<file path="config.mk">
export PLATFORM = sky130hd
export DESIGN_NAME = print_reader
export DESIGN_NICKNAME = d
export VERILOG_FILES = /design/src/rtl/print_reader.sv
export SDC_FILE = /design/constraint.sdc
export NUM_CORES = 1
export LEC_CHECK = 0
export BUFFER_PORTS_ARGS = -buffer_cell sky130_fd_sc_hd__buf_2
export CORE_ASPECT_RATIO = 1.75
export CORE_MARGIN = 3
export CORE_UTILIZATION = 45
export CTS_CLUSTER_SIZE = 10
export DETAILED_ROUTE_END_ITERATION = 10
export PLACE_DENSITY = 0.75
export SLEW_MARGIN = 40
export SYNTH_ARGS = -nofsm -noshare
export SYNTH_HDL_FRONTEND = slang
export SYNTH_SLANG_ARGS = --single-unit
export TNS_END_PERCENT = 1
</file>
<file path="constraint.sdc">
create_clock -name clk -period 2.41 [get_ports clk]
set_clock_uncertainty 0.15 [all_clocks]
set_input_delay 0.1205 -clock clk [delete_from_list [all_inputs] [get_ports clk]]
set_output_delay 0.1205 -clock clk [all_outputs]
set_load 0.02 [all_outputs]
</file>
<file path="src/rtl/print_reader.sv">
// ----------------------------------------------------------------------------
// print_reader
//   Scans a read-only print memory from word 0 and streams the low byte of
//   each word to a valid/ready consumer. The scan stops at the first 0x00
//   byte or after the last word (DEPTH-1), whichever comes first.
//
// Ports
//   clk         single clock, rising edge
//   rst         asynchronous, active-high reset
//   start       request a new scan (honoured only while idle)
//   rd_addr     byte address of the word being read (bits [1:0] = 0)
//   rd_data     read data, valid one cycle after rd_addr (registered read)
//   char_o      character to the consumer
//   char_valid  char_o is valid
//   char_ready  consumer accepts char_o when high together with char_valid
//   busy        high whenever the scanner is not idle
//   done        one-cycle pulse at the end of a completed scan
//   count       characters accepted in the current or last scan
// ----------------------------------------------------------------------------
module print_reader #(
    parameter int DEPTH = 700,
    parameter int AW    = 14
) (
    input  logic          clk,
    input  logic          rst,
    input  logic          start,
    output logic [AW-1:0] rd_addr,
    input  logic [31:0]   rd_data,
    output logic [7:0]    char_o,
    output logic          char_valid,
    input  logic          char_ready,
    output logic          busy,
    output logic          done,
    output logic [9:0]    count
);

    localparam int            IW       = (DEPTH > 1) ? $clog2(DEPTH) : 1;
    localparam logic [IW-1:0] LAST_IDX = IW'(DEPTH - 1);

    typedef enum logic [2:0] {
        ST_IDLE,
        ST_FETCH,
        ST_WAIT,
        ST_EMIT,
        ST_DONE
    } state_t;

    state_t        state_q, state_d;
    logic [IW-1:0] index_q, index_d;
    logic [AW-1:0] rd_addr_q, rd_addr_d;
    logic [7:0]    char_q, char_d;
    logic [9:0]    count_q, count_d;

    always_comb begin
        // NOTE: every next-state value gets its hold default first, so no
        // path through the case below can infer a latch.
        state_d = state_q;
        index_d = index_q;
        char_d  = char_q;
        count_d = count_q;

        unique case (state_q)
            ST_IDLE: begin
                if (start) begin
                    index_d = '0;
                    count_d = '0;
                    state_d = ST_FETCH;
                end
            end
            ST_FETCH: begin
                state_d = ST_WAIT;
            end
            ST_WAIT: begin
                // Only the low byte carries the character; a 0x00 terminates.
                char_d  = rd_data[7:0];
                state_d = (rd_data[7:0] == 8'h00) ? ST_DONE : ST_EMIT;
            end
            ST_EMIT: begin
                if (char_ready) begin
                    count_d = count_q + 10'd1;
                    if (index_q == LAST_IDX) begin
                        state_d = ST_DONE;
                    end else begin
                        index_d = index_q + IW'(1);
                        state_d = ST_FETCH;
                    end
                end
            end
            ST_DONE: begin
                state_d = ST_IDLE;
            end
            default: begin
                state_d = ST_IDLE;
            end
        endcase
    end

    // Address is registered from the next index so that it already reflects a
    // freshly cleared or incremented index in the FETCH cycle.
    assign rd_addr_d = AW'({index_d, 2'b00});

    // NOTE: sequential state uses non-blocking assignments only, so every
    // register samples the pre-edge values regardless of statement order.
    always_ff @(posedge clk or posedge rst) begin
        if (rst) begin
            state_q   <= ST_IDLE;
            index_q   <= '0;
            rd_addr_q <= '0;
            char_q    <= 8'h00;
            count_q   <= '0;
        end else begin
            state_q   <= state_d;
            index_q   <= index_d;
            rd_addr_q <= rd_addr_d;
            char_q    <= char_d;
            count_q   <= count_d;
        end
    end

    // Status outputs decode the state register directly, so reset clears
    // char_valid, busy and done asynchronously.
    assign rd_addr    = rd_addr_q;
    assign char_o     = char_q;
    assign char_valid = (state_q == ST_EMIT);
    assign busy       = (state_q != ST_IDLE);
    assign done       = (state_q == ST_DONE);
    assign count      = count_q;

endmodule

</file>
==> metrics.yaml, run 1 <==
run_status:
  outcome: "finished clean"
power_and_ir_drop:
  combinationalPowerShare_pct: 39.6
  ir_drop_uv: 600
  p_per_area_nw_per_um2: 987
  power_switching_mw: 0.831
  p_leak_nw: 0.996
  p_seq_share_pct: 39.4
  internal_power_mw: 1.26
  clkPwrFrac_pct: 21.0
  p_sw_share_pct: 39.7
clock_tree:
  clock_latency_ns: 0.28
  cts_tree: "built"
  htreeDepth: 2
  cts_buffers: 5
  root_buffer: "clkbuf_8"
  cts-resized-gates: 0
  clock-sinks: 31
  cts_buffer_depth: 2
  cts_setup_buffers: 0
  path_clk_slew_ns: 0.06
critical_path:
  start_kind: "flip-flop"
  path_max_fanout: 13
  arrival_ns: 2.04
  crit_chain: "nor4b_4 -> buf_4 -> o2111ai_4 -> or3b_1 -> a21oi_1"
  cp_slowest_stage_delay_ns: 0.53
  endpoint_kind: "flip-flop"
  cpMaxStageDelayCell: "dfrtp_1"
  required_ns: 2.47
  path_class: "flip-flop to flip-flop"
floorplan:
  die_w_um: 52.0
  rows: 28
  dieArea_um2: 4490
  io_pins: 71
  die_h_um: 86.4
  initial_core_util_pct: 48.0
  fp.coreArea_um2: 3470
logic_synthesis:
  synth_top_area_cell: "dfrtp_1"
  netlist_area_um2: 1660
  synth.avg_cell_area_um2: 10.5
  ys_ff_latch: 31
  netlist.area_leader.share_pct: 46.6
  syn_inst: 159
  ys_types: 45
  yosys-top-cells-area: "dfrtp_1, mux2_2, o21ai_0"
  yosysSeqAreaShare_pct: 46.6
  ys_warn_count: 0
sta:
  fin_crit_ns: 1.98
  relSlewSlack_pct: 64.8
  finalSetupViolCount: 0
  rsz0062_at_grt: "false"
  fmax_mhz: 505
  hold_viol_final: 0
  final.setup.tns_ns: 0
  finalCritPeriodShare_pct: 82.2
  maxSlewViolCount: 0
  tightestPinTransition_ns: 0.524
grt:
  grt_pass1_vias: 1398
  grt_overflow: 0
  grt_max_degree: 32
  grt_usage_pct: 18.5
  antenna_found_initial: 0
  grt_first_pass_wirelength_mm: 6.21
cells_and_area:
  final_common_cell: "buf_2"
  insertedDiodeCount: 0
  final_core_util_pct: 61.1
  syn_to_final_growth_pct: 27.4
  drive_gt1_share_pct: 31.5
  final_nets: 256
  final_cell_mix: "buf_2, dfrtp_1, o21ai_0"
drt:
  wire_per_inst_um: 13.7
  routed_via_density: 5.41
  drc: 0
  vias: 1428
  wl_mm: 3.61
  postRouteAntennaNets: 0
  drtPass1Iterations: 4
  drt_iter0_markers: 29
place:
  io_buffers: 42
  dp_hpwl_mm: 2.61
  place.gp.congestion: 0.788
job:
  cap_viol_max_count: 0
min_path:
  worstHoldPathType: "input pin to flip-flop"
## routing by layer
layer	wire [um]	GRT usage [%]
met3	169	5.51
met2	1920	33.6
met4	57	7.88
met1	1470	18.9
met5	0	0
## logic make-up (layout without fill, tap and decap cells)
kind of cell | Yosys count | count (layout) | synth area share (%)
AO/OA/AOI/OAI | 40 | 40 | 16.5
XOR/XNOR | 6 | 6 | 3.16
adder cells (fa/ha/maj) | 2 | 2 | 1.50
buffers and inverters | 15 | 72 | 5.56
flip-flops | 31 | 31 | 46.6
multiplexers | 8 | 8 | 5.41
other | 1 | 4 | 0.225
AND/OR/NAND/NOR | 56 | 56 | 21.0
## power by group through the flow
stage	Combinational, mW	Sequential (mW)	Clock (mW)
after global placement	0.807	0.826	0
after CTS	0.835	0.825	0.457
after floorplan	0.478	0.918	0
after global routing	0.918	0.853	0.486
final	0.830	0.825	0.439
after detailed placement	0.820	0.833	0
## layout make-up
type,instances,area [um^2]
repair buffers,59,363
inverters,5,18.8
well taps,45,56.3
flip-flops and latches,31,776
clock buffers,8,100
fillers,295,1350
multi-input cells,116,807
## final timing paths
check / end / from / slack, ns / cells after the start
min in group asynchronous: rd_addr[4] / rst / 0.31 / 4
worst max-delay path: rd_addr[10] / state_q[0] / 0.43 / 5
worst min-delay path: state_q[0] / start / 0.15 / 4
max in group asynchronous: count[7] / rst / 1.52 / 4
worst min register to register: count[5] / count[5] / 0.35 / 1
worst max register to register: rd_addr[10] / state_q[0] / 0.43 / 5
## worst max-delay path: cells and delay by family (launching register included)
family                 cells  cell delay [ns]
flip-flops                 1             0.53
AO/OA/AOI/OAI              2             0.29
buffers and inverters      1             0.23
AND/OR/NAND/NOR            2             0.71
## stage by stage
stage | std cells | area, um^2 | worst slack (ns) | hold slack (ns) | power [mW]
global placement | 246 | 1920 | 0.468 | 0.0691 | 1.63
finish | 264 | 2120 | 0.429 | 0.145 | 2.09
global route | 264 | 2120 | 0.228 | 0.192 | 2.26
CTS | 264 | 2120 | 0.413 | 0.142 | 2.12
detailed placement | 246 | 1920 | 0.432 | 0.0719 | 1.65
floorplan | 162 | 1680 | 0.594 | 0.0740 | 1.40
## flip-flops by register name, indices dropped and copies added (netlist names)
signal   flops
char_o       8
count       10
rd_addr     10
state_q      3
## synthesized netlist by cell type (all sizes together)
library cell and number:
xnor2 1, or2 1, nor3b 2, nand2 10, ha 2, or4 1, nand4b 1, o211ai 4
o21ai 13, or4b 1, and2 1, xor2 5, dfrtp 31, a32o 1, buf 9, nand3 3
nand4 3, nor2 10, nor4 4, o2111ai 3, clkbuf 1, or3 5, and4b 1, a31oi 2
and4 3, mux2 8, nand2b 1, o31ai 3, nor3 2, a211oi 1, o41ai 1, conb 1
a21oi 8, or3b 1, and3 1, a22o 2, o22a 1, a41oi 1, nor4b 1, inv 5
nand3b 4
## what timing repair did
action / CTS / global route
hold buffers: 10 / 0
hold endpoints to repair: 40 / 0
endpoints found under the setup margin: 0 / 0
No activity file was read; power rests on OpenSTA's default activity.
==> run 2: changes to the inputs <==
==> constraint.sdc (replaced) <==
create_clock -name clk -period 1.9 [get_ports clk]
set_clock_uncertainty 0.15 [all_clocks]
set_input_delay 0.095 -clock clk [delete_from_list [all_inputs] [get_ports clk]]
set_output_delay 0.095 -clock clk [all_outputs]
set_load 0.02 [all_outputs]
==> run 2 against run 1 <==
Net effect:
- global-route usage rose by 0.87 points
- count of clock-buffer cells in the layout did not move
- sequential share of layout area fell by 2.6 points
- critical path depth did not move
- critical path type unchanged
- sequential cell count did not move
- sequential power rose by 19%
- maximum frequency rose by 7.4%
- combinational power rose by 57%
- highest routed layer unchanged
- die area did not move
==> metrics.yaml, run 2 (same netlist as run 1, synthesis figures left out) <==
critical_path:
  path_max_fanout: 10
  endpoint_kind: "flip-flop"
  arrival_ns: 1.91
  cp-startpoint: "state_q[2]"
  required_ns: 1.97
  start_kind: "flip-flop"
  reg2reg_from: "state_q[2]"
  path_class: "flip-flop to flip-flop"
floorplan:
  initial_core_util_pct: 48.0
  die_w_um: 52.0
  io_pins: 71
  dieArea_um2: 4490
  die_h_um: 86.4
  rows: 28
  fp.coreArea_um2: 3470
cells_and_area:
  syn_to_final_growth_pct: 37.1
  final_common_cell: "buf_2"
  n_fill_cell: 287
  final_nets: 275
  insertedDiodeCount: 0
  final_cell_mix: "buf_2, dfrtp_1, buf_4"
  drive_gt1_share_pct: 38.2
drt:
  vias: 1512
  drt_iter0_markers: 24
  drc: 0
  drtPass1Iterations: 4
  routed_via_density: 5.34
  wl_mm: 3.90
  postRouteAntennaNets: 0
  wire_per_inst_um: 13.8
sta:
  rsz0062_at_grt: "true"
  hold_viol_final: 0
  whs_ns: 0.120
  relSlewSlack_pct: 64.7
  finalCritPeriodShare_pct: 97.1
  finalSetupViolCount: 0
  fin_crit_ns: 1.84
  tightestPinTransition_ns: 0.524
  maxSlewViolCount: 0
  fmax_mhz: 542
power_and_ir_drop:
  p_per_area_nw_per_um2: 1250
  total_power_mw: 2.85
  ir_drop_uv: 1020
  p_leak_nw: 1.09
place:
  place.gp.congestion: 0.797
  io_buffers: 42
  dp_hpwl_mm: 2.80
grt:
  antenna_found_initial: 0
  grt_first_pass_wirelength_mm: 6.64
  grt_usage_pct: 19.4
  grt_pass1_vias: 1506
  grt_overflow: 0
  grt_max_degree: 32
clock_tree:
  root_buffer: "clkbuf_8"
  cts_setup_buffers: 0
  htreeDepth: 2
  cts_buffer_depth: 2
  clock_latency_ns: 0.28
  cts_buffers: 5
  cts_tree: "built"
  path_clk_slew_ns: 0.06
  clock-sinks: 31
min_path:
  min_from: "start"
  worstHoldPathType: "input pin to flip-flop"
run_status:
  outcome: "finished clean"
job:
  cap_viol_max_count: 0
[run 2: cell types whose count changed in the layout (fill, tap and decap cells not counted)]
cell and delta:
buf_6 +1, a21oi_1 -2, nor4_2 +1, nor4_1 -1, buf_4 +18, a21oi_2 +2
[run 2: cell type report]
cell class	instances	area, um^2	share of cell area [%]
tap	45	56.3	2.47
multi-input combinational	116	821	36.0
clock buffer	8	100	4.39
inverter	5	18.8	0.823
timing repair buffer	78	509	22.3
sequential	31	776	34.0
[run 2: path summary, 6_finish.rpt]
path,endpoint,depth (start not counted),slack [ns]
max,rd_addr[9],5,0.06
min,state_q[0],4,0.12
max reg2reg,rd_addr[9],5,0.06
min reg2reg,count[5],1,0.35
max in group asynchronous,rd_addr[7],4,1.03
min in group asynchronous,count[6],4,0.28
[run 2: through the flow]
stage | util, % | TNS, ns | instances | area, um^2 | worst slack [ns]
final | 65.8 | 0 | 283 | 2280 | 0.0558
after global routing | 65.8 | -0.00430 | 283 | 2280 | -0.00430
after CTS | 65.3 | 0 | 283 | 2260 | 0.0303
after detailed placement | 59.5 | 0 | 265 | 2060 | 0.0527
after global placement | 59.5 | 0 | 265 | 2060 | 0.0727
after floorplan | - | 0 | 162 | 1680 | 0.0838
[run 2: routing by layer]
layer / part of all wire (%) / up-vias / global-route usage (%)
li1: - / 743 / -
met1: 38 / 718 / 19.9
met2: 55 / 42 / 36.0
met3: 5.3 / 9 / 4.65
met4: 1.9 / 0 / 7.88
met5: 0 / - / 0
[run 2: power breakdown]
part	switching, mW	leakage [nW]	internal (mW)
clock	0.236	0.0515	0.330
sequential	0.150	0.405	0.832
combinational	0.723	0.633	0.577
[run 2: critical path: stages, from the launching register on]
cell     delay [ns]
dfrtp_1        0.45
nor4b_4        0.31
buf_6          0.18
o21ai_0        0.14
or4_1          0.48
nand2_1        0.08
[run 2: what timing repair did]
action | in CTS | in global routing
setup endpoints to repair | 0 | 4
gates resized for setup | 0 | 4
endpoints found under the hold margin | 40 | 0
hold buffers | 10 | 0
==> run 3: changes to the inputs <==
--- a/config.mk
+++ b/config.mk
@@ -11,7 +11,7 @@
 export CORE_UTILIZATION = 45
 export CTS_CLUSTER_SIZE = 10
 export DETAILED_ROUTE_END_ITERATION = 10
-export PLACE_DENSITY = 0.75
+export PLACE_DENSITY_LB_ADDON = 0.2
 export SLEW_MARGIN = 40
 export SYNTH_ARGS = -nofsm -noshare
 export SYNTH_HDL_FRONTEND = slang
==> run 3 against run 2 <==
Net effect:
- global-route usage is 1.1 points higher
- via count is 1.3% higher
- register-to-register slack worse by 0.03 ns
- first-iteration DRC count is 25% higher
- clock power is 3% higher
- sequential power is 1% lower
- total power is 0.34% higher
- die area stayed put
- non-clock buffer count is 2 lower
- combinational power hardly changed
- sequential share of layout area is 0.15 points higher
- routed wire length is 4.2% higher
- highest routed layer unchanged
==> metrics.yaml, run 3 (same netlist as run 1, synthesis figures left out) <==
critical_path:
  required_ns: 1.96
  cp_slowest_stage_delay_ns: 0.42
  path_class: "flip-flop to flip-flop"
  cpMaxStageDelayCell: "dfrtp_1"
  arrival_ns: 1.94
  cp_common_cell: "buf_4"
  start_kind: "flip-flop"
  path_max_fanout: 7
  worstRegToRegCells: 6
  crit_chain: "buf_4 -> and4b_1 -> buf_4 -> o2111ai_4 -> or3b_1 -> a21oi_1"
  endpoint_kind: "flip-flop"
drt:
  wl_mm: 4.06
  wire_per_inst_um: 14.5
  drtPass1Iterations: 4
  postRouteAntennaNets: 0
  routed_via_density: 5.45
  drc: 0
  vias: 1531
  drt_iter0_markers: 30
cells_and_area:
  final_common_cell: "buf_2"
  design_area_um2: 2270
  insertedDiodeCount: 0
  final_cell_mix: "buf_2, dfrtp_1, buf_4"
  syn_to_final_growth_pct: 36.5
  final_nets: 273
  drive_gt1_share_pct: 37.7
power_and_ir_drop:
  total_power_mw: 2.86
  ir_drop_uv: 1020
  p_per_area_nw_per_um2: 1260
  p_leak_nw: 1.08
sta:
  hold_viol_final: 0
  finalSetupViolCount: 0
  fin_crit_ns: 1.88
  whs_ns: 0.121
  maxSlewViolCount: 0
  tightestPinTransition_ns: 0.526
  rsz0062_at_grt: "true"
  finalCritPeriodShare_pct: 98.9
  relSlewSlack_pct: 64.6
  fmax_mhz: 532
grt:
  grt_first_pass_wirelength_mm: 7.05
  grt_max_degree: 32
  antenna_found_initial: 0
  grt_usage_pct: 20.5
  grt_overflow: 0
  grt_pass1_vias: 1548
clock_tree:
  clock_latency_ns: 0.29
  htreeDepth: 2
  path_clk_slew_ns: 0.06
  cts_tree: "built"
  cts_buffers: 5
  root_buffer: "clkbuf_8"
  clock-sinks: 31
  cts_buffer_depth: 2
floorplan:
  die_w_um: 52.0
  die_h_um: 86.4
  initial_core_util_pct: 48.0
  dieArea_um2: 4490
  fp.coreArea_um2: 3470
  rows: 28
  io_pins: 71
place:
  io_buffers: 42
  dpl_cell_area_um2: 2060
  place.gp.congestion: 0.773
  dp_hpwl_mm: 3.07
job:
  cap_viol_max_count: 0
run_status:
  outcome: "finished clean"
min_path:
  worstHoldPathType: "input pin to flip-flop"
  worstHoldPathCells: 4
-- run 3: power breakdown --
part | switching (mW) | internal [mW] | leakage, nW
clock network | 0.252 | 0.329 | 0.0505
registers | 0.139 | 0.832 | 0.405
logic | 0.740 | 0.565 | 0.627
total | 1.13 | 1.73 | 1.08
-- run 3: through the flow --
stage               TNS (ns)  utilization (%)  setup slack [ns]  std cells
floorplan                  0                -            0.0838        162
global placement           0             59.4            0.0547        263
detailed placement         0             59.4            0.0303        263
CTS                        0             65.3            0.0221        281
global route          -0.264             65.5           -0.0859        281
finish                     0             65.5            0.0214        281
-- run 3: critical path, delay by kind of cell (launching register included) --
family,cells,cell delay (ns)
flops,1,0.42
compound gates,2,0.25
simple gates,2,0.67
buf+inv,2,0.33
-- run 3: final timing paths --
kind / from / end / slack, ns
hold / removal: start / state_q[0] / 0.12
min in group asynchronous: rst / count[4] / 0.28
hold reg to reg: char_o[6] / char_o[6] / 0.36
setup reg to reg: state_q[2] / rd_addr[10] / 0.02
setup / recovery: state_q[2] / rd_addr[10] / 0.02
max in group asynchronous: rst / rd_addr[8] / 1.03
-- run 3: repair_timing --
item / CTS / global route
hold endpoints to repair: 40 / 0
setup endpoints to repair: 0 / 12
hold buffers: 10 / 0
resized for setup: 0 / 2
setup buffers: 0 / 0
-- run 3: final cells by class --
type	count	area, um^2
Inverter	5	18.8
Timing Repair Buffer	76	503
Clock buffer	7	96.3
Tap cell	45	56.3
Sequential cell	31	776
Fill cell	287	1200
Multi-Input combinational cell	116	813
Clock inverter	1	7.51
-- run 3: metal layers --
layer	vias up	global-route usage (%)	wire length, um
met5	-	0	0
met4	0	7.40	63
met3	6	3.61	175
met2	40	36.0	2270
met1	744	24.4	1560
li1	741	-	-
